==> config.mk <==
export PLATFORM = sky130hd
export DESIGN_NAME = game_flow_ctrl_flat
export DESIGN_NICKNAME = d
export VERILOG_FILES = /design/src/rtl/game_pkg.sv /design/src/rtl/game_flow_ctrl_if.sv /design/src/rtl/rr_slot_picker.sv /design/src/rtl/game_flow_ctrl.sv /design/src/flat_wrapper.sv
export SDC_FILE = /design/constraint.sdc
export NUM_CORES = 1
export LEC_CHECK = 0
export BUFFER_PORTS_ARGS = -buffer_cell sky130_fd_sc_hd__buf_4
export CAP_MARGIN = 30
export CORE_ASPECT_RATIO = 2
export CORE_UTILIZATION = 55
export DETAILED_ROUTE_END_ITERATION = 6
export GPL_TIMING_DRIVEN = 0
export PLACE_DENSITY = 0.78
export SLEW_MARGIN = 40
export SYNTH_ARGS = -nofsm -noshare
export SYNTH_HDL_FRONTEND = slang
export SYNTH_SLANG_ARGS = --single-unit
==> constraint.sdc <==
create_clock -name i_Clk -period 4.8 [get_ports i_Clk]
set_clock_uncertainty 0.15 [all_clocks]
set_input_delay 0.48 -clock i_Clk [delete_from_list [all_inputs] [get_ports i_Clk]]
set_output_delay 0.48 -clock i_Clk [all_outputs]
set_load 0.01 [all_outputs]
==> src/rtl/game_pkg.sv <==
// Shared types and constants for the shooter game datapath: game-state
// encoding, entity counts, slot index width and default timing parameters.
package game_pkg;

    typedef enum logic [1:0] {
        ST_IDLE = 2'd0,
        ST_PLAY = 2'd1,
        ST_WIN  = 2'd2,
        ST_LOSE = 2'd3
    } game_state_e;

    localparam int MAX_ENEMY         = 15;
    localparam int MAX_ENEMY_BULLET  = 2 * MAX_ENEMY;
    localparam int MAX_PLAYER_BULLET = 16;
    localparam int PSLOT_W           = $clog2(MAX_PLAYER_BULLET);

    localparam int DEF_TICK_DIV  = 416667;
    localparam int DEF_PHASE_LEN = 128;
    localparam int DEF_COOLDOWN  = 11;

endpackage

==> src/rtl/game_flow_ctrl_if.sv <==
// Control/status bundle between the game sequencer (slave side) and the
// surrounding datapath or bench (master side).
interface game_flow_ctrl_if;
    import game_pkg::*;

    logic                         i_Start;
    logic                         i_fPlayerShoot;
    logic [MAX_ENEMY-1:0]         i_EnemyAlive;
    logic                         i_PlayerAlive;
    logic [MAX_PLAYER_BULLET-1:0] i_PlayerSlotFree;

    logic [1:0]                   o_State;
    logic                         o_Tick;
    logic [1:0]                   o_Phase;
    logic                         o_EnemyFireA;
    logic                         o_EnemyFireB;
    logic                         o_PlayerFire;
    logic [PSLOT_W-1:0]           o_PlayerSlot;

    modport master (
        output i_Start, i_fPlayerShoot, i_EnemyAlive, i_PlayerAlive, i_PlayerSlotFree,
        input  o_State, o_Tick, o_Phase, o_EnemyFireA, o_EnemyFireB, o_PlayerFire, o_PlayerSlot
    );

    modport slave (
        input  i_Start, i_fPlayerShoot, i_EnemyAlive, i_PlayerAlive, i_PlayerSlotFree,
        output o_State, o_Tick, o_Phase, o_EnemyFireA, o_EnemyFireB, o_PlayerFire, o_PlayerSlot
    );

endinterface

==> src/rtl/rr_slot_picker.sv <==
// Combinational round-robin picker: first set bit of a free bitmap searching
// upward from a pointer with wrap. N must be a power of two.
module rr_slot_picker
    import game_pkg::*;
#(
    parameter int N = MAX_PLAYER_BULLET,
    parameter int W = $clog2(N)
) (
    input  logic [N-1:0] free_map,
    input  logic [W-1:0] ptr,
    output logic         found,
    output logic [W-1:0] idx
);

    logic [W-1:0] cand;

    // Index arithmetic wraps naturally because N fills the W-bit range.
    always_comb begin
        found = 1'b0;
        idx   = '0;
        cand  = '0;
        for (int i = 0; i < N; i++) begin
            cand = ptr + W'(i);
            if (!found && free_map[cand]) begin
                found = 1'b1;
                idx   = cand;
            end
        end
    end

endmodule

==> src/rtl/game_flow_ctrl.sv <==
// Game sequencer: movement tick, game-state FSM, enemy volley schedule and
// player shot arbitration. Define GAME_AUTOFIRE_EN for held-button autofire.
//
// state | meaning
// IDLE  | waiting for start edge
// PLAY  | game running, tick/volley/shot logic active
// WIN   | all enemies dead, waiting for start edge
// LOSE  | player dead, waiting for start edge
module game_flow_ctrl
    import game_pkg::*;
#(
    parameter int TICK_DIV  = DEF_TICK_DIV,
    parameter int PHASE_LEN = DEF_PHASE_LEN,
    parameter int COOLDOWN  = DEF_COOLDOWN
) (
    input logic             i_Clk,
    input logic             i_Rst,
    game_flow_ctrl_if.slave bus
);

    localparam int TW = (TICK_DIV > 1) ? $clog2(TICK_DIV) : 1;
    localparam int CW = (COOLDOWN > 0) ? $clog2(COOLDOWN + 1) : 1;
    localparam logic [TW-1:0] TICK_LAST  = TW'(TICK_DIV - 1);
    localparam logic [6:0]    PHASE_LAST = 7'(PHASE_LEN - 1);
    localparam logic [CW-1:0] COOL_LOAD  = CW'(COOLDOWN);

    game_state_e        state_q, state_d;
    logic [TW-1:0]      tick_cnt_q, tick_cnt_d;
    logic [6:0]         phase_cnt_q, phase_cnt_d;
    logic [1:0]         phase_q, phase_d;
    logic               volley_q, volley_d;
    logic [CW-1:0]      cooldown_q, cooldown_d;
    logic               pending_q, pending_d;
    logic [PSLOT_W-1:0] ptr_q, ptr_d;
    logic               start_prev_q, start_prev_d;
    logic               shoot_prev_q, shoot_prev_d;
    logic               tick_q, tick_d;
    logic               fire_a_q, fire_a_d;
    logic               fire_b_q, fire_b_d;
    logic               pfire_q, pfire_d;
    logic [PSLOT_W-1:0] pslot_q, pslot_d;

    logic               start_edge, shoot_edge, tick_now, req;
    logic               slot_found;
    logic [PSLOT_W-1:0] slot_idx;

    rr_slot_picker #(.N(MAX_PLAYER_BULLET), .W(PSLOT_W)) u_pick (
        .free_map (bus.i_PlayerSlotFree),
        .ptr      (ptr_q),
        .found    (slot_found),
        .idx      (slot_idx)
    );

    always_comb begin
        state_d      = state_q;
        tick_cnt_d   = tick_cnt_q;
        phase_cnt_d  = phase_cnt_q;
        phase_d      = phase_q;
        volley_d     = volley_q;
        cooldown_d   = cooldown_q;
        pending_d    = pending_q;
        ptr_d        = ptr_q;
        start_prev_d = bus.i_Start;
        shoot_prev_d = bus.i_fPlayerShoot;
        tick_d       = 1'b0;
        fire_a_d     = 1'b0;
        fire_b_d     = 1'b0;
        pfire_d      = 1'b0;
        pslot_d      = '0;
        start_edge   = bus.i_Start & ~start_prev_q;
        shoot_edge   = bus.i_fPlayerShoot & ~shoot_prev_q;
        tick_now     = 1'b0;
        req          = 1'b0;

        case (state_q)
            ST_IDLE: begin
                if (start_edge) begin
                    state_d     = ST_PLAY;
                    tick_cnt_d  = '0;
                    phase_cnt_d = '0;
                    phase_d     = '0;
                    volley_d    = 1'b0;
                    cooldown_d  = '0;
                    pending_d   = 1'b0;
                    ptr_d       = '0;
                end
            end
            ST_PLAY: begin
                // Leaving PLAY suppresses every pulse of this cycle.
                if (!bus.i_PlayerAlive) begin
                    state_d = ST_LOSE;
                end else if (bus.i_EnemyAlive == '0) begin
                    state_d = ST_WIN;
                end else begin
                    tick_now   = (tick_cnt_q == TICK_LAST);
                    tick_cnt_d = tick_now ? '0 : tick_cnt_q + 1'b1;
                    req        = pending_q | shoot_edge;
`ifdef GAME_AUTOFIRE_EN
                    req        = req | (tick_now & bus.i_fPlayerShoot);
`endif
                    pending_d  = req;
                    if (tick_now) begin
                        tick_d = 1'b1;
                        if (phase_cnt_q == PHASE_LAST) begin
                            phase_cnt_d = '0;
                            phase_d     = phase_q + 1'b1;
                            volley_d    = ~volley_q;
                            fire_a_d    = ~volley_q & (|bus.i_EnemyAlive);
                            fire_b_d    = volley_q & (|bus.i_EnemyAlive);
                        end else begin
                            phase_cnt_d = phase_cnt_q + 1'b1;
                        end
                        if (req && cooldown_q == '0 && slot_found) begin
                            pfire_d    = 1'b1;
                            pslot_d    = slot_idx;
                            ptr_d      = slot_idx + 1'b1;
                            pending_d  = 1'b0;
                            cooldown_d = COOL_LOAD;
                        end else if (cooldown_q != '0) begin
                            cooldown_d = cooldown_q - 1'b1;
                        end
                    end
                end
            end
            default: begin
                if (start_edge) state_d = ST_IDLE;
            end
        endcase
    end

    always_ff @(posedge i_Clk or negedge i_Rst) begin
        if (!i_Rst) begin
            state_q      <= ST_IDLE;
            tick_cnt_q   <= '0;
            phase_cnt_q  <= '0;
            phase_q      <= '0;
            volley_q     <= 1'b0;
            cooldown_q   <= '0;
            pending_q    <= 1'b0;
            ptr_q        <= '0;
            start_prev_q <= 1'b0;
            shoot_prev_q <= 1'b0;
            tick_q       <= 1'b0;
            fire_a_q     <= 1'b0;
            fire_b_q     <= 1'b0;
            pfire_q      <= 1'b0;
            pslot_q      <= '0;
        end else begin
            state_q      <= state_d;
            tick_cnt_q   <= tick_cnt_d;
            phase_cnt_q  <= phase_cnt_d;
            phase_q      <= phase_d;
            volley_q     <= volley_d;
            cooldown_q   <= cooldown_d;
            pending_q    <= pending_d;
            ptr_q        <= ptr_d;
            start_prev_q <= start_prev_d;
            shoot_prev_q <= shoot_prev_d;
            tick_q       <= tick_d;
            fire_a_q     <= fire_a_d;
            fire_b_q     <= fire_b_d;
            pfire_q      <= pfire_d;
            pslot_q      <= pslot_d;
        end
    end

    assign bus.o_State      = state_q;
    assign bus.o_Tick       = tick_q;
    assign bus.o_Phase      = phase_q;
    assign bus.o_EnemyFireA = fire_a_q;
    assign bus.o_EnemyFireB = fire_b_q;
    assign bus.o_PlayerFire = pfire_q;
    assign bus.o_PlayerSlot = pslot_q;

endmodule

==> src/flat_wrapper.sv <==
// flat-port wrapper written by rule: the top's interface ports become plain ports
module game_flow_ctrl_flat import game_pkg::*;
#(
    parameter int TICK_DIV  = DEF_TICK_DIV,
    parameter int PHASE_LEN = DEF_PHASE_LEN,
    parameter int COOLDOWN  = DEF_COOLDOWN
)
  (i_Clk, i_Rst, bus_i_Start, bus_i_fPlayerShoot, bus_i_EnemyAlive, bus_i_PlayerAlive, bus_i_PlayerSlotFree, bus_o_State, bus_o_Tick, bus_o_Phase, bus_o_EnemyFireA, bus_o_EnemyFireB, bus_o_PlayerFire, bus_o_PlayerSlot);
  game_flow_ctrl_if bus_i ();
  input logic i_Clk;
  input logic i_Rst;
  input wire logic [$bits(bus_i.i_Start)-1:0] bus_i_Start;
  input wire logic [$bits(bus_i.i_fPlayerShoot)-1:0] bus_i_fPlayerShoot;
  input wire logic [$bits(bus_i.i_EnemyAlive)-1:0] bus_i_EnemyAlive;
  input wire logic [$bits(bus_i.i_PlayerAlive)-1:0] bus_i_PlayerAlive;
  input wire logic [$bits(bus_i.i_PlayerSlotFree)-1:0] bus_i_PlayerSlotFree;
  output wire logic [$bits(bus_i.o_State)-1:0] bus_o_State;
  output wire logic [$bits(bus_i.o_Tick)-1:0] bus_o_Tick;
  output wire logic [$bits(bus_i.o_Phase)-1:0] bus_o_Phase;
  output wire logic [$bits(bus_i.o_EnemyFireA)-1:0] bus_o_EnemyFireA;
  output wire logic [$bits(bus_i.o_EnemyFireB)-1:0] bus_o_EnemyFireB;
  output wire logic [$bits(bus_i.o_PlayerFire)-1:0] bus_o_PlayerFire;
  output wire logic [$bits(bus_i.o_PlayerSlot)-1:0] bus_o_PlayerSlot;
  assign bus_i.i_Start = bus_i_Start;
  assign bus_i.i_fPlayerShoot = bus_i_fPlayerShoot;
  assign bus_i.i_EnemyAlive = bus_i_EnemyAlive;
  assign bus_i.i_PlayerAlive = bus_i_PlayerAlive;
  assign bus_i.i_PlayerSlotFree = bus_i_PlayerSlotFree;
  assign bus_o_State = bus_i.o_State;
  assign bus_o_Tick = bus_i.o_Tick;
  assign bus_o_Phase = bus_i.o_Phase;
  assign bus_o_EnemyFireA = bus_i.o_EnemyFireA;
  assign bus_o_EnemyFireB = bus_i.o_EnemyFireB;
  assign bus_o_PlayerFire = bus_i.o_PlayerFire;
  assign bus_o_PlayerSlot = bus_i.o_PlayerSlot;
  game_flow_ctrl #(.TICK_DIV(TICK_DIV), .PHASE_LEN(PHASE_LEN), .COOLDOWN(COOLDOWN)) u_core (.i_Clk(i_Clk), .i_Rst(i_Rst), .bus(bus_i));
endmodule
### After elaboration in Yosys (flattened, before gate mapping)

Index checks and enable logic that the tools add are counted.

* word-level logic and storage cells: 247
* output and inout port bits: 12
* register bits: 50
* bits of input ports: 36

* order comparisons: 16
* reduce and logical (&&, ||, !) cells: 45
* multiplexer cells: 132
* eq/ne operators: 11
* $add $sub $neg: 20
* bitwise operators: 8

Operator list (number)
* $mux W4: 31
* $lt A4 B5 Y1 const B: 16
* $mux W19: 4
* $bmux W1 S4: 16
* $mux W1: 60
* $pmux W19 S2: 1
* $mux W7: 5
* $add A4 B4 Y4 const B: 8
* $add A19 B1 Y19 const B: 1
* $eq A19 B19 Y1 const B: 1
* $reduce_and A6 Y1: 3
* $logic_and A1 B1 Y1: 17
* $add A4 B3 Y4 const B: 4
* $mux W2: 8
* $pmux W4 S2: 2
* $logic_not A1 Y1: 15
* $logic_not A15 Y1: 1
* $reduce_or A15 Y1: 1
* $pmux W7 S2: 1
* $add A4 B1 Y4 const B: 2
* $add A4 B2 Y4 const B: 2
* $ne A2 B1 Y1 const B: 4
* $pmux W2 S2: 2
* $add A7 B1 Y7 const B: 1
* other kinds (18): 26

### Depth between registers and ports, before layout

* depth in word-level cells: 54
* depth in mapped cells: 19
* mapped depth without buffers: 13

### Cells and area by module

Synthesis repeated with hierarchy kept, for this count alone.

* cell total of the unflattened synthesis: 554
* area total of the unflattened synthesis: 5162.5 um2

By module, submodules not included
* game_flow_ctrl: area each 2690.1 um2, seq. area each 1251.2 um2, cells an instance 274, instances 1
* rr_slot_picker: area each 2472.4 um2, seq. area each 0.0 um2, cells an instance 280, instances 1

### Worst setup path after synthesis

OpenSTA, ideal clock, no wires.

* kind: flip-flop to flip-flop
* start: register u_core.ptr_q[0]
* end: register u_core.ptr_q[2]
* data required time: 4.526 ns
* cell stages (with the launch flop): 20
* buffers on the path: 6
* arrival: 4.217 ns
* library setup time: 0.124 ns
* slack: 0.309 ns
* clock period less this slack: 4.491 ns
* path through: dfrtp_1 buf_6 buf_2 buf_6 inv_1 ha_1 buf_2 buf_1 mux4_2 mux2i_1 mux2i_1 or3_4 or3b_1 buf_6 a221oi_2 o21ba_1 or2_1 ha_1 xor2_1 o21ai_1

* cells in the longest elaborated chain, start to end: 54
* elaborated cells between the ends (all ways): 118
* classes of those cells: 16 x add/sub; 1 x eq/ne; 69 x mux; 32 x reduce/logical

Ends and longest elaborated chain
* from (decl): RTL line game_flow_ctrl.sv:34 `logic [PSLOT_W-1:0] ptr_q, ptr_d;`
* from (signal assigned): RTL line game_flow_ctrl.sv:156 `ptr_q <= ptr_d;`
* branches (longest 54 deep; another with $add A4 B1 Y4)

Several ways; the timed one is not identified. The select of a mux whose other input is x is not followed.
A chain may end at the register's enable or synchronous reset.

### Worst setup path in the final report

* start: register u_core.ptr_q[1]
* end: register u_core.ptr_q[3]

Same word-level chain as after synthesis.

==> impl_metrics.py <==
metrics = {
    "timing": {
        "fmax_ghz": 0.2148,
        "finalHoldViolCount": 0,
        "max-slew-margin-rel": 0.5459,
        "fin_crit_sh": 0.9700,
        "tns_ps": 0,
        "setup_viol": 0,
        "fin_crit_ps": 4656,
        "worst_pin_slew_ps": 675.9,
        "drv_slew": 0,
        "rsz0062_at_grt": "no",
    },
    "grt": {
        "grt_pass1_wl_mm": 21.86,
        "grt_use_total": 0.3305,
        "grt_pass1_vias": 4488,
        "grt_max_degree": 51,
        "antenna_found_initial": 0,
        "grt_overflow_total": 0,
    },
    "yosys": {
        "synth-main-ff-cell": "dfrtp_1",
        "async_reset_ff_frac": 1.000,
        "synth_top_area_share": 0.2665,
        "mappedNetlistArea_um2": 4696,
        "synthCells": 508,
        "ys_ff_latch": 50,
        "synth_edf_count": 0,
        "synth_seq_area_share": 0.2665,
        "synth_cell_types": 70,
        "yosysTopAreaCell": "dfrtp_1",
        "yosysWarnings": 0,
        "synth_fp_nets": 557,
        "avgSynthCellArea_um2": 9.244,
        "synthTopCellsByArea": "dfrtp_1 27%, mux4_2 13%, mux2i_1 4.5%",
    },
    "clocking": {
        "cts.htree.levels": 2,
        "numCtsBuffers": 5,
        "cts_tree": "built",
        "cts_max_path_buffers": 2,
        "postCtsHoldBufs": 0,
        "clock-root-buffer": "clkbuf_16",
        "cts.sinks": 50,
        "insertion_delay_ps": 300,
        "clkTransAtPathRegs_ps": 70,
    },
    "die": {
        "initial_core_util": 0.5663,
        "io_pins": 48,
        "die_x_um": 67.34,
        "die-area_um2": 8933,
        "coreArea_um2": 8292,
        "core.rowCount": 47,
        "die_y_um": 132.7,
    },
    "placement": {
        "post_dp_cell_area_um2": 5171,
        "port-buffer-count": 47,
        "hpwl_mm": 10.58,
        "gp_congestion": 0.9456,
    },
    "pwr": {
        "cellPowerDensity_nw_per_um2": 558.2,
        "vdd_ir_drop_max_mv": 0.4336,
        "power_leakage_nw": 2.318,
    },
    "route": {
        "wl_mm": 14.05,
        "post_drt_wl_per_cell_um": 20.99,
        "first_pass_iters": 5,
        "ant_nets": 0,
        "drcViolationCount": 0,
        "first_iter_violations": 365,
        "vias": 4492,
        "viasPerCell": 6.714,
    },
    "job": {
        "maxCapViolations": 0,
    },
    "hold_path": {
        "hold_class": "in -> async",
    },
    "setup_path": {
        "arrival_ps": 4680,
        "worstPathRequired_ps": 4820,
        "cp-end-kind": "flop",
        "critPathKind": "reg -> reg",
        "critical_path.max_fanout": 11,
        "startpoint_type": "flop",
    },
    "finish": {
        "nNetsFinal": 619,
        "antenna-diode-count": 0,
        "final_cell_area_um2": 5528,
        "syn_to_final_growth_pct": 17.72,
        "final_layout_size_suffix_gt1_frac": 0.2522,
    },
    "status": {
        "outcome": "finished clean",
    },
}
## kinds of logic (layout without fill, tap and decap cells)
family | after synthesis | count (layout) | synth area share
DFF | 50 | 50 | 0.2665
adders and majority gates | 13 | 13 | 0.03464
buffers and inverters | 39 | 102 | 0.04103
muxes | 68 | 68 | 0.2286
AOI/OAI and AO/OA | 122 | 122 | 0.1695
xor gates and xnor gates | 22 | 22 | 0.04503
and+or+nand+nor | 194 | 194 | 0.2148
## per-stage QoR
stage	power, W	hold WS [ps]	cells	setup WS [ps]	utilization
floorplan	0.001961	34.41	508	308.8	-
global placement	0.002424	323.7	653	-750.6	0.6237
detailed placement	0.002470	323.6	653	-814.1	0.6237
CTS	0.002940	75.25	661	8.051	0.6525
global route	0.003259	107.1	669	8.259	0.6667
finish	0.003086	38.41	669	143.9	0.6667
## state kept, by name (all words and copies together) (netlist names)
signal / count
u_core.cooldown_q: 4
u_core.bus.o_PlayerFire: 1
u_core.ptr_q: 4
u_core.phase_cnt_q: 7
u_core.start_prev_q: 1
u_core.pending_q: 1
u_core.bus.o_Tick: 1
u_core.bus.o_State: 2
u_core.bus.o_EnemyFireA: 1
u_core.tick_cnt_q: 19
u_core.shoot_prev_q: 1
u_core.bus.o_EnemyFireB: 1
u_core.bus.o_Phase: 2
u_core.volley_q: 1
u_core.bus.o_PlayerSlot: 4
## critical path: stages (launching register included)
cell       delay [ps]
dfrtp_1           420
buf_4             230
inv_4             110
ha_1              290
clkbuf_4          190
buf_4             230
mux4_2            430
mux4_2            590
or2_1             230
buf_2             180
nor4_4            350
a31oi_1            70
and3_1            250
a2111oi_4         380
nor3_4             90
xnor2_1           220
o21ai_1           100
## where the power goes
part / switching (W) / total (W) / internal (W)
logic: 0.00126 / 0.00216 / 0.000900
registers: 0.0000595 / 0.000536 / 0.000477
clock network: 0.000153 / 0.000390 / 0.000236
## routing by layer
layer | global-route usage | up-vias | share of wire
met1 | 0.3093 | 2192 | 0.33
met4 | 0.1832 | 0 | 0.049
li1 | - | 2049 | -
met5 | 0 | - | 0
met2 | 0.6200 | 199 | 0.56
met3 | 0.06638 | 52 | 0.052
## worst paths after layout
kind,endpoint,startpoint,slack (ps),cells past startpoint
hold reg to reg,u_core.bus.o_Phase[1],u_core.bus.o_Phase[1],340,1
setup / recovery,u_core.ptr_q[3],u_core.ptr_q[1],140,16
max in group asynchronous,u_core.bus.o_State[0],i_Rst,4010,1
setup reg to reg,u_core.ptr_q[3],u_core.ptr_q[1],140,16
hold / removal,u_core.tick_cnt_q[3],i_Rst,40,1
min in group i_Clk,u_core.start_prev_q,bus_i_Start,150,1
## cells in the mapped netlist, types with 7 or more instances
cell type	number
nor2_1	38
mux2i_1	21
clkbuf_1	13
a21oi_1	22
nand3_1	22
inv_1	12
dfrtp_1	50
nor2b_1	10
nand2_1	55
xor2_1	12
nand2b_1	7
nor3_1	10
o21ai_0	39
xnor2_1	9
and3_1	12
mux4_2	27
mux2_2	18
ha_1	13
nor4_1	7
## area by class of cell
class                   count  area, um2
flip-flops and latches     50       1251
clock buffers               8      166.4
plain buffers              23      155.1
fillers                   689       2764
inverters                  14      55.05
well taps                  98      122.6
repair buffers             57      427.9
multi-input cells         419       3349
## placed cells by master, fill, tap and decap left out, types with 4 or more instances in the layout
cell / netlist / layout
nand3_1: 22 / 22
ha_1: 13 / 13
a211o_1: 4 / 4
nor3_1: 10 / 10
nor2_1: 38 / 37
nor3b_1: 4 / 4
a31oi_1: 5 / 5
a21boi_0: 6 / 5
clkbuf_16: 0 / 5
xnor2_1: 9 / 9
o221ai_1: 4 / 4
o21ai_0: 39 / 39
xor2_1: 12 / 11
inv_1: 12 / 12
mux4_2: 27 / 27
nand2b_1: 7 / 7
nand2_1: 55 / 55
and2_1: 4 / 4
a21oi_1: 22 / 22
nor4_1: 7 / 7
o22ai_1: 4 / 4
mux2_2: 18 / 17
o31ai_1: 5 / 5
o21a_1: 4 / 4
buf_4: 0 / 59
nor2b_1: 10 / 10
clkbuf_1: 13 / 11
buf_2: 6 / 5
and3_1: 12 / 12
mux2i_1: 21 / 17
dfrtp_1: 50 / 50
## what timing repair did
| item | 4_1_cts | 5_1_grt |
|---|---|---|
| pin swaps | 1 | 2 |
| hold endpoints to repair | 0 | 0 |
| resized for setup | 16 | 13 |
| cloned | 0 | 0 |
| setup buffers | 1 | 9 |
| endpoints found under the setup margin | 14 | 3 |
Power figures use the tool's default switching activity.
